`config.mk`:
```
export PLATFORM = sky130hd
export DESIGN_NAME = run_monitor
export DESIGN_NICKNAME = d
export VERILOG_FILES = /design/src/rtl/run_monitor.sv
export SDC_FILE = /design/constraint.sdc
export NUM_CORES = 1
export LEC_CHECK = 0
export BUFFER_PORTS_ARGS = -buffer_cell sky130_fd_sc_hd__buf_2
export CAP_MARGIN = 20
export CORE_ASPECT_RATIO = 0.75
export CORE_MARGIN = 8
export CORE_UTILIZATION = 47
export CTS_CLUSTER_DIAMETER = 100
export DETAILED_ROUTE_END_ITERATION = 16
export GPL_TIMING_DRIVEN = 0
export PLACE_DENSITY = 0.79
export SKIP_CTS_REPAIR_TIMING = 1
export SLEW_MARGIN = 10
export SYNTH_ARGS = -nofsm -noshare
export SYNTH_HDL_FRONTEND = slang
export SYNTH_SLANG_ARGS = --single-unit
export TNS_END_PERCENT = 100
```
`constraint.sdc`:
```
create_clock -name clk -period 5.65 [get_ports clk]
set_clock_uncertainty 0.15 [all_clocks]
set_input_delay 0.8475 -clock clk [delete_from_list [all_inputs] [get_ports clk]]
set_output_delay 0.8475 -clock clk [all_outputs]
set_load 0.01 [all_outputs]
```
`src/rtl/run_monitor.sv`:
```
`default_nettype none
// ============================================================================
// Module   : run_monitor
// Purpose  : Run-control monitor: finish-store detect, cycle budget, PC breakpoints
// Revision : 1.0  initial release
// ============================================================================
module run_monitor #(
  parameter int                DATA_W      = 32,
  parameter int                NUM_BP      = 2,
  parameter int                CNT_W       = 32,
  parameter logic [DATA_W-1:0] FINISH_ADDR = DATA_W'(32'h0000_7fff),
  parameter int                MAX_CYCLES  = 100000,
  parameter bit                BP_EDGE     = 1'b0
) (
  input  logic                     clk,
  input  logic                     rst,
  input  logic                     start,
  input  logic [DATA_W-1:0]        pc,
  input  logic [DATA_W-1:0]        daddr,
  input  logic [DATA_W-1:0]        ddataout,
  input  logic                     we,
  input  logic [NUM_BP*DATA_W-1:0] bp_addr,
  input  logic [NUM_BP-1:0]        bp_en,
  output logic                     running,
  output logic                     done,
  output logic                     timeout,
  output logic [CNT_W-1:0]         cycle_count,
  output logic [DATA_W-1:0]        finish_data,
  output logic [DATA_W-1:0]        finish_pc,
  output logic [NUM_BP*CNT_W-1:0]  bp_hits,
  output logic [NUM_BP-1:0]        bp_pulse
);

  typedef enum logic [1:0] {
    S_IDLE    = 2'd0,
    S_RUN     = 2'd1,
    S_DONE    = 2'd2,
    S_TIMEOUT = 2'd3
  } state_t;

  localparam logic [CNT_W-1:0] C_CNT_MAX = '1;
  // Budget compare done in a 64-bit domain so a narrow counter never aliases the limit
  localparam logic [63:0]      C_LAST    = 64'(MAX_CYCLES) - 64'd1;

  state_t              r_state;
  logic                r_running;
  logic                r_done;
  logic                r_timeout;
  logic [CNT_W-1:0]    r_cycle_count;
  logic [DATA_W-1:0]   r_finish_data;
  logic [DATA_W-1:0]   r_finish_pc;

  logic                w_fin;
  logic                w_last;
  logic [CNT_W-1:0]    w_cnt_next;

  assign w_fin      = we & (daddr == FINISH_ADDR);
  assign w_last     = (64'(r_cycle_count) == C_LAST);
  assign w_cnt_next = (r_cycle_count == C_CNT_MAX) ? r_cycle_count : r_cycle_count + 1'b1;

  always_ff @(posedge clk) begin
    if (rst) begin
      r_state       <= S_IDLE;
      r_running     <= 1'b0;
      r_done        <= 1'b0;
      r_timeout     <= 1'b0;
      r_cycle_count <= '0;
      r_finish_data <= '0;
      r_finish_pc   <= '0;
    end else begin
      case (r_state)
        S_IDLE: begin
          if (start) begin
            r_state   <= S_RUN;
            r_running <= 1'b1;
          end
        end
        S_RUN: begin
          r_cycle_count <= w_cnt_next;
          // The finish store takes priority over budget expiry in the same cycle
          if (w_fin) begin
            r_state       <= S_DONE;
            r_running     <= 1'b0;
            r_done        <= 1'b1;
            r_finish_data <= ddataout;
            r_finish_pc   <= pc;
          end else if (w_last) begin
            r_state   <= S_TIMEOUT;
            r_running <= 1'b0;
            r_timeout <= 1'b1;
          end
        end
        default: begin
        end
      endcase
    end
  end

  assign running     = r_running;
  assign done        = r_done;
  assign timeout     = r_timeout;
  assign cycle_count = r_cycle_count;
  assign finish_data = r_finish_data;
  assign finish_pc   = r_finish_pc;

  for (genvar i = 0; i < NUM_BP; i++) begin : g_bp
    logic             w_match;
    logic             w_hit;
    logic             r_prev;
    logic             r_pulse;
    logic [CNT_W-1:0] r_hits;

    assign w_match = bp_en[i] & (pc == bp_addr[i*DATA_W +: DATA_W]);
    assign w_hit   = w_match & (~BP_EDGE | ~r_prev);

    // r_prev is held clear outside RUN so every run starts with no prior match
    always_ff @(posedge clk) begin
      if (rst) begin
        r_prev  <= 1'b0;
        r_pulse <= 1'b0;
        r_hits  <= '0;
      end else if (r_state == S_RUN) begin
        r_prev  <= w_match;
        r_pulse <= w_hit;
        if (w_hit && (r_hits != C_CNT_MAX)) begin
          r_hits <= r_hits + 1'b1;
        end
      end else begin
        r_prev  <= 1'b0;
        r_pulse <= 1'b0;
      end
    end

    assign bp_hits[i*CNT_W +: CNT_W] = r_hits;
    assign bp_pulse[i]               = r_pulse;
  end

endmodule
`default_nettype wire

```
Word-level counts from Yosys, hierarchy flattened --
Index checks and enable logic that the tools add are counted.
Operators by class: bitwise operators 6, mux-type cells 8, reductions and logical operators 11, equal/unequal tests 10, $add $sub $neg 3
Operators with widths (number):
- adder 32 x 1 -> 32 bit, second input constant | 3
- equality test 32 bit | 2
- != test 32 bit, second input constant | 2
- equality test 32 x 15 -> 1 bit, second input constant | 1
- equality test 32 x 17 -> 1 bit, second input constant | 1
- equality test 32 bit, second input constant | 1
- AND reduction 2 bit | 4
- 2-to-1 mux 2 bit | 3
- AND reduction 3 bit | 2
- case mux 2 bit (2 select lines) | 1
- AND 1 bit | 3
- 2-to-1 mux 1 bit | 3
- != test 3 bit, second input constant | 1
- inverter 1 bit | 3
- equality test 2 x 1 -> 1 bit, second input constant | 1
- logical AND 1 bit | 2
- zero test 2 bit | 1
- != test 2 bit, second input constant | 1
- case mux 1 bit (2 select lines) | 1
- nonzero test 2 bit | 1
- OR reduction 2 bit | 1
Word-level totals: word-level logic and storage cells 49, bits in registers 167, input bits 166

Longest topological paths before layout --
Gate-level depths: netlist of run 1.
word-level depth 4, mapped depth 10

Worst setup path before layout of run 1 --
OpenSTA, ideal clock, no wires.
path kind in2reg, from input port daddr[15], to register r_finish_data[0], in the netlist finish_data[0], buffers on the path 2, arrival 2568 ps, stages on the path 8, required time 5368 ps, path slack 2800 ps, path through nor4bb_1 -> nand3_1 -> or4_1 -> or2_2 -> clkbuf_1 -> clkbuf_1 -> nand2_1 -> a21oi_1
On the way: longest elaborated chain between the ends 3
Ends and longest elaborated chain:
- from (decl) | line 19 | input logic [DATA_W-1:0] daddr,
- equality test 32 x 15 -> 1 bit | line 57 | assign w_fin = we & (daddr == FINISH_ADDR);
- AND 1 bit | line 57
- AND reduction 2 bit (no line)
- to (signal assigned) | line 85 | r_finish_data <= ddataout;
- to (decl) | line 50 | logic [DATA_W-1:0] r_finish_data;
Every way passes these cells. A chain may end at the register's enable or synchronous reset.

Worst setup path in the final report of run 1 --
from input port pc[4], to register g_bp[0].r_hits[22]
On the way: longest elaborated chain between the ends 4
Ends and longest elaborated chain:
- from (decl) | line 18 | input logic [DATA_W-1:0] pc,
- equality test 32 bit | line 113 | assign w_match = bp_en[i] & (pc == bp_addr[i*DATA_W +: DATA_W]);
- AND 1 bit | line 113
- logical AND 1 bit | line 125 | if (w_hit && (r_hits != C_CNT_MAX)) begin
- AND reduction 2 bit (no line)
- to (signal assigned) | line 126 | r_hits <= r_hits + 1'b1;
- to (decl) | line 111 | logic [CNT_W-1:0] r_hits;
Every way passes these cells.

==> metrics.md, run 1 <==
| Metric | Value |
|---|---|
| Status | complete, no violations |
| Drt via density | 5.47 |
| Clock Tree Root | clkbuf_16 |
| Die Wd | 165 um |
| Setup WS pre-CTS | 1.98 ns |
| Critical path endpoint category | register |
| Die Height | 128 um |
| First DRT Iteration DRCs | 730 |
| CP Max Fanout | 10 |
| Fmax | 0.302 GHz |
| CTS tree | yes |
| IO Pins | 331 |
| Arrival time at the worst endpoint | 3.48 ns |
| Synth Area per Inst | 8.05 um2 |
| Xor/xnor share of the synthesized area | 0.132 |
| WHS Endpoint | finish_pc[28] |
| First-pass GRT wire length | 42.9 mm |
| Syn_nets | 1144 |
| Port-buffer cells | 329 |
| Cell Pwr Density | 241 nW/um2 |
| CTS H-tree lvls | 4 |
| Mux cell area share after synthesis | 0.00414 |
| Area delta synth->final | 31.8% |
| Synthesized area | 7850 um2 |
| Die Area | 21100 um2 |
| Post-synthesis instance total | 975 |
| Max-Cap Viols | 0 |
| Top_reg_cell synth | dfxtp_1 |
| Worst hold path startpoint | finish_pc[28] |
| Hold slack final | 0.297 ns |
| Worst Setup Start Kind | primary input |
| Antenna violations before repair | 3 |
| Register area share after synthesis | 0.426 |
| CP Data Required Time | 5.82 ns |
| # setup viols final | 0 |
| Detailed Routing Iterations Pass 1 | 6 |
| Compound-Gate Fraction of Synth Area | 0.0942 |
| Final Hold Fails | 0 |
| Core area | 16600 um2 |
| Final nets | 1492 |
| Maximum vdd drop | 0.000173 V |
| LEAKAGE | 4.16 nW |
| Grt total ovfl | 0 |
| Largest net degree at the start of global routing | 17 |
| Clock latency on the worst-skew pair | 0.43 ns |
| Adder-Cell Fraction of Synth Area | 0.00478 |
| R2R cell count | 8 |
| R2r endpoint | g_bp[1].r_hits[30] |
| Worst reg2reg setup slack | 2.53 ns |
| #FFs+latches synth | 167 |
| Worst Setup Path Type | in -> reg |
| Setup WS post-layout | 2.34 ns |
| Average wire per cell in the routed design | 18.1 um |
| GP Congestion | 0.889 |
| # rows | 41 |
| Synth warn | 0 |
| Commonest non-fill, non-tap cells in the layout | buf_2 (336), dfxtp_1 (167), nand2_1 (165) |
| Sink Count | 167 |
| DRC viols | 0 |
| Post-route ant nets | 0 |
| DP HPWL | 22.1 mm |
| Fin crit share | 0.586 |
| Number of CTS-inserted buffers | 17 |
| DRT Wirelength | 28.1 mm |
| CTS max path bufs | 2 |
| Worst min path class | reg -> reg |
| Largest family of logic cells by synthesized area | simple AND/OR/NAND/NOR gates |
| Setup TNS | 0 ns |
| Clk pin slew, worst setup/hold paths | 0.07 ns |
| Post-layout util | 0.624 |
| Time the worst path needs with I/O delays and setup | 3.31 ns |
| Cell variety after synth | 43 |
| Pins Over Slew Limit | 0 |
| RSZ-0062 raised after global routing | false |
| Total GRT Usage | 0.258 |
| Vias | 8497 |
| Critical R2R Launch | r_state[0] |
| Post-synth EDFFs | 0 |
| Share of cells above drive strength 1 | 0.287 |
| Hold Crit Depth | 2 |
| Worst-margin pin slew | 0.868 ns |
| Vias in the first global route | 7920 |
| Initial Utilization | 0.474 |
| Slew HR | 0.417 |
| Most common cell after layout, fill and taps aside | buf_2 |
| Post-Synth Simple-Gate Area | 0.306 |
| Asr flop ratio synth | 0 |
## cells by family (layout without fill, tap and decap cells)
logic type | Yosys count | in the layout
flops | 167 | 167
simple gates | 483 | 483
mux | 3 | 3
other cells | 0 | 3
xor+xnor | 118 | 118
buf+inv | 62 | 423
compound gates | 139 | 139
fa+ha+maj | 3 | 3
## cell type report
| type | count | area (um2) |
|---|---|---|
| Antenna cell | 3 | 7.51 |
| Buffer | 52 | 223 |
| Clock buffer | 19 | 453 |
| Clock inverter | 13 | 119 |
| Fill cell | 1469 | 6220 |
| Inverter | 10 | 37.5 |
| Multi-Input combinational cell | 746 | 4250 |
| Sequential cell | 167 | 3340 |
| Tap cell | 215 | 269 |
| Timing Repair Buffer | 329 | 1650 |
## registers in the layout, indices dropped and copies added, names as in the netlist
register / flops
finish_data: 32
g_bp.r_hits: 64
done: 1
running: 1
timeout: 1
r_state: 2
g_bp.r_pulse: 2
finish_pc: 32
cycle_count: 32
## worst max-delay path by stage
stage | startpoint | end | slack [ns]
2_1_floorplan | daddr[15] | finish_data[0] | 2.80
3_3_place_gp | pc[4] | g_bp[0].r_hits[22] | 1.99
3_5_place_dp | pc[4] | g_bp[0].r_hits[22] | 1.98
4_1_cts | pc[4] | g_bp[0].r_hits[22] | 2.42
5_1_grt | r_state[0] | g_bp[1].r_hits[30] | 2.26
6_report | pc[4] | g_bp[0].r_hits[22] | 2.34
## critical path, stage by stage
cell and delay [ns]:
buf_2 0.14, xnor2_1 0.26, nand4_1 0.20, nor4_2 0.42, nand4b_1 0.38, or2_0 0.32
buf_2 0.17, buf_6 0.15, nor3_1 0.23, mux2_2 0.36
## Yosys cell counts, types with 2 or more instances
library cell / n / area share
a21oi_1: 102 / 0.065
and2_1: 2 / 0.0016
and3_1: 14 / 0.011
and4_1: 11 / 0.012
buf_1: 2 / 0.00096
buf_2: 7 / 0.0045
buf_4: 3 / 0.0029
clkbuf_1: 39 / 0.019
dfxtp_1: 167 / 0.43
ha_1: 3 / 0.0048
inv_1: 10 / 0.0048
mux2_2: 2 / 0.0029
nand2_1: 165 / 0.079
nand2b_1: 4 / 0.0032
nand3_1: 48 / 0.031
nand4_1: 51 / 0.041
nor2_1: 83 / 0.040
nor2b_1: 4 / 0.0032
nor3_1: 22 / 0.014
nor3_2: 2 / 0.0026
nor4_1: 25 / 0.020
nor4_2: 2 / 0.0032
o21ai_0: 22 / 0.014
o31ai_1: 11 / 0.011
o41ai_1: 2 / 0.0022
or2_2: 2 / 0.0016
or3_1: 24 / 0.019
or3b_2: 2 / 0.0022
or4_1: 14 / 0.013
xnor2_1: 96 / 0.11
xor2_1: 22 / 0.025
## through the flow
| stage | total power [mW] | cells | instance area [um2] |
|---|---|---|---|
| floorplan | 1.28 | 975 | 7850 |
| global placement | 1.38 | 1519 | 9770 |
| detailed placement | 1.38 | 1519 | 9770 |
| CTS | 2.50 | 1551 | 10300 |
| global route | 2.56 | 1554 | 10300 |
| finish | 2.49 | 1554 | 10300 |
## power breakdown
group	internal, mW	switching (mW)
Combinational	0.0821	0.0929
Sequential	1.18	0.00337
Clock	0.635	0.500
## per-layer routing
metal	wire (um)	up-vias	global-route usage
met1	11300	3899	0.316
met3	2580	71	0.0809
li1	-	4100	-
met5	0	-	0
met4	919	0	0.0930
met2	13300	427	0.417
Note: power is estimated with default switching activity, not from simulation.
==> inputs of run 2 (changes only) <==
--- a/config.mk
+++ b/config.mk
@@ -9,11 +9,11 @@
 export CAP_MARGIN = 20
 export CORE_ASPECT_RATIO = 0.75
 export CORE_MARGIN = 8
-export CORE_UTILIZATION = 47
+export CORE_UTILIZATION = 44
 export CTS_CLUSTER_DIAMETER = 100
 export DETAILED_ROUTE_END_ITERATION = 16
 export GPL_TIMING_DRIVEN = 0
-export PLACE_DENSITY = 0.79
+export PLACE_DENSITY = 0.77
 export SKIP_CTS_REPAIR_TIMING = 1
 export SLEW_MARGIN = 10
 export SYNTH_ARGS = -nofsm -noshare
==> constraint.sdc (replaced) <==
create_clock -name clk -period 2.9 [get_ports clk]
set_clock_uncertainty 0.15 [all_clocks]
set_input_delay 0.435 -clock clk [delete_from_list [all_inputs] [get_ports clk]]
set_output_delay 0.435 -clock clk [all_outputs]
set_load 0.01 [all_outputs]
==> run 2 against run 1 <==
Die area grew 6.1%; combinational power grew 98%; largest cell class unchanged; sequential share of layout area shrank 0.39 points; cell area grew 1.2%.
==> metrics.md, run 2 (synthesized netlist as in run 1, its figures left out) <==
| Metric | Value |
|---|---|
| Largest net degree at the start of global routing | 17 (unchanged) |
| Crit-path cells | buf_2, xnor2_1, nand4_1, nor4_2, nand4b_1, buf_4, buf_4, nor4_2, or3b_2, a21oi_1 |
| GP Congestion | 0.927 (+4.4%) |
| First-pass GRT wire length | 43.7 mm (+2.0%) |
| First DRT Iteration DRCs | 678 (-7.1%) |
| CP Max Fanout | 3 (-7) |
| Antenna violations before repair | 3 (unchanged) |
| Pins Over Slew Limit | 0 (unchanged) |
| Die Area | 22400 um2 (+6.1%) |
| Worst Setup Start Kind | primary input |
| DRT Wirelength | 28.5 mm (+1.5%) |
| # rows | 42 (+2.4%) |
| Met2 wire length | 13.6 mm (+2.1%) |
| Clk pin slew, worst setup/hold paths | 0.07 ns (about the same) |
| CTS H-tree lvls | 4 (unchanged) |
| Critical Path Max Stage Delay | 0.49 ns (+0.07 ns) |
| Slew HR | 0.422 (+0.00556) |
| Final nets | 1498 (+0.40%) |
| Metal3 WL | 2.46 mm (-4.8%) |
| Finished Cell Area | 10500 um2 (+1.2%) |
| Clock latency on the worst-skew pair | 0.42 ns (about the same) |
| Detailed Routing Iterations Pass 1 | 5 (-1) |
| Highest-delay cell along the critical path | or3b_2 |
| Drt via density | 5.34 (-2.4%) |
| Commonest non-fill, non-tap cells in the layout | buf_2 (336), dfxtp_1 (167), nand2_1 (165) |
| Share of cells above drive strength 1 | 0.293 (+0.00564) |
| Port-buffer cells | 329 (unchanged) |
| Largest register FFs | 64 (unchanged) |
| Final Hold Fails | 0 (unchanged) |
| DP HPWL | 22.4 mm (+1.5%) |
| Fmax | 0.371 GHz |
| LEAKAGE | 4.21 nW (+1.3%) |
| Met1 wire length | 11.8 mm (+4.2%) |
| Fin cells | 1587 (+2.1%) |
| DP Area | 9800 um2 (+0.35%) |
| Grt total ovfl | 0 (unchanged) |
| CTS max path bufs | 2 (unchanged) |
| IO Pins | 331 (unchanged) |
| Most flop-heavy register | g_bp.r_hits |
| Worst-margin pin slew | 0.860 ns (-0.00827 ns) |
| Top cell family by delay on the critical path | simple AND/OR/NAND/NOR gates |
| Vias in the first global route | 8068 (+1.9%) |
| Most common cell after layout, fill and taps aside | buf_2 |
| Critical path endpoint category | register |
| Max-Cap Viols | 0 (unchanged) |
| Post-route ant nets | 0 (unchanged) |
| Arrival time at the worst endpoint | 2.90 ns (-0.58 ns) |
| Number of CTS-inserted buffers | 17 (unchanged) |
| Highest routed layer | met4 |
| DRC viols | 0 (unchanged) |
| CP Data Required Time | 3.10 ns (-2.72 ns) |
| Worst min path class | in -> reg |
| Maximum vdd drop | 0.000359 V (+110%) |
| Worst Setup Path Type | in -> reg |
| RSZ-0062 raised after global routing | false |
| Sink Count | 167 (unchanged) |
| Die Wd | 170 um (+3.0%) |
| Cell Pwr Density | 471 nW/um2 (+96%) |
| Initial Utilization | 0.447 (-0.0265) |
| Die Height | 132 um (+2.9%) |
| Vias | 8468 (-0.34%) |
| # setup viols final | 0 (unchanged) |
| CP bufs+invs | 3 (unchanged) |
| Status | complete, no violations |
| Time the worst path needs with I/O delays and setup | 2.70 ns |
| Clock Tree Root | clkbuf_16 |
| Area delta synth->final | 33.4% |
| Placed Instances | 1546 (+1.8%) |
| Total GRT Usage | 0.243 (-0.0144) |
| Core area | 17600 um2 (+5.9%) |
| Average wire per cell in the routed design | 18.0 um (-0.65%) |
| CTS tree | yes |
| Fin crit share | 0.930 |
run 2: worst paths after layout:
path	from	depth (start not counted)	slack (ns)	end
max	pc[4]	10	0.20	g_bp[0].r_hits[15]
min	ddataout[12]	3	0.09	finish_data[12]
max reg2reg	g_bp[1].r_hits[19]	9	0.23	g_bp[1].r_hits[1]
min reg2reg	finish_pc[22]	2	0.30	finish_pc[22]
run 2: final cells by class:
type                    instances  area, um2
fillers                      1624       7080
well taps                     242        303
repair buffers                335       1690
flip-flops and latches        167       3340
diodes                          4       10.0
clock inverters                12        141
plain buffers                  52        225
inverters                      10       37.5
multi-input cells             746       4280
clock buffers                  19        443
run 2: per-layer routing:
metal  vias to the layer above  GRT usage
li1                       4112          -
met1                      3936      0.300
met2                       375      0.405
met3                        45     0.0625
met4                         0     0.0846
met5                         -          0
run 2: tightest hold or removal path: cells and delay by family:
| family | cells | cell delay [ns] |
|---|---|---|
| and+or+nand+nor | 1 | 0.04 |
| buffers and inverters | 1 | 0.09 |
| AOI/OAI and AO/OA | 1 | 0.05 |
run 2: through the flow:
stage | util | power (mW) | TNS, ns | setup WS [ns] | hold slack (ns)
finish | 0.597 | 4.94 | 0 | 0.202 | 0.0897
global route | 0.596 | 5.09 | 0 | 0.0168 | 0.0864
CTS | 0.592 | 4.96 | -2.13 | -0.132 | 0.0813
detailed placement | 0.558 | 2.70 | -11.37 | -0.363 | 0.290
global placement | 0.558 | 2.69 | -11.44 | -0.333 | 0.285
floorplan | - | 2.50 | 0 | 0.462 | 0.326
run 2: power by group:
part / internal, mW / switching (mW)
registers: 2.30 / 0.00661
logic: 0.161 / 0.185
clock network: 1.30 / 0.981
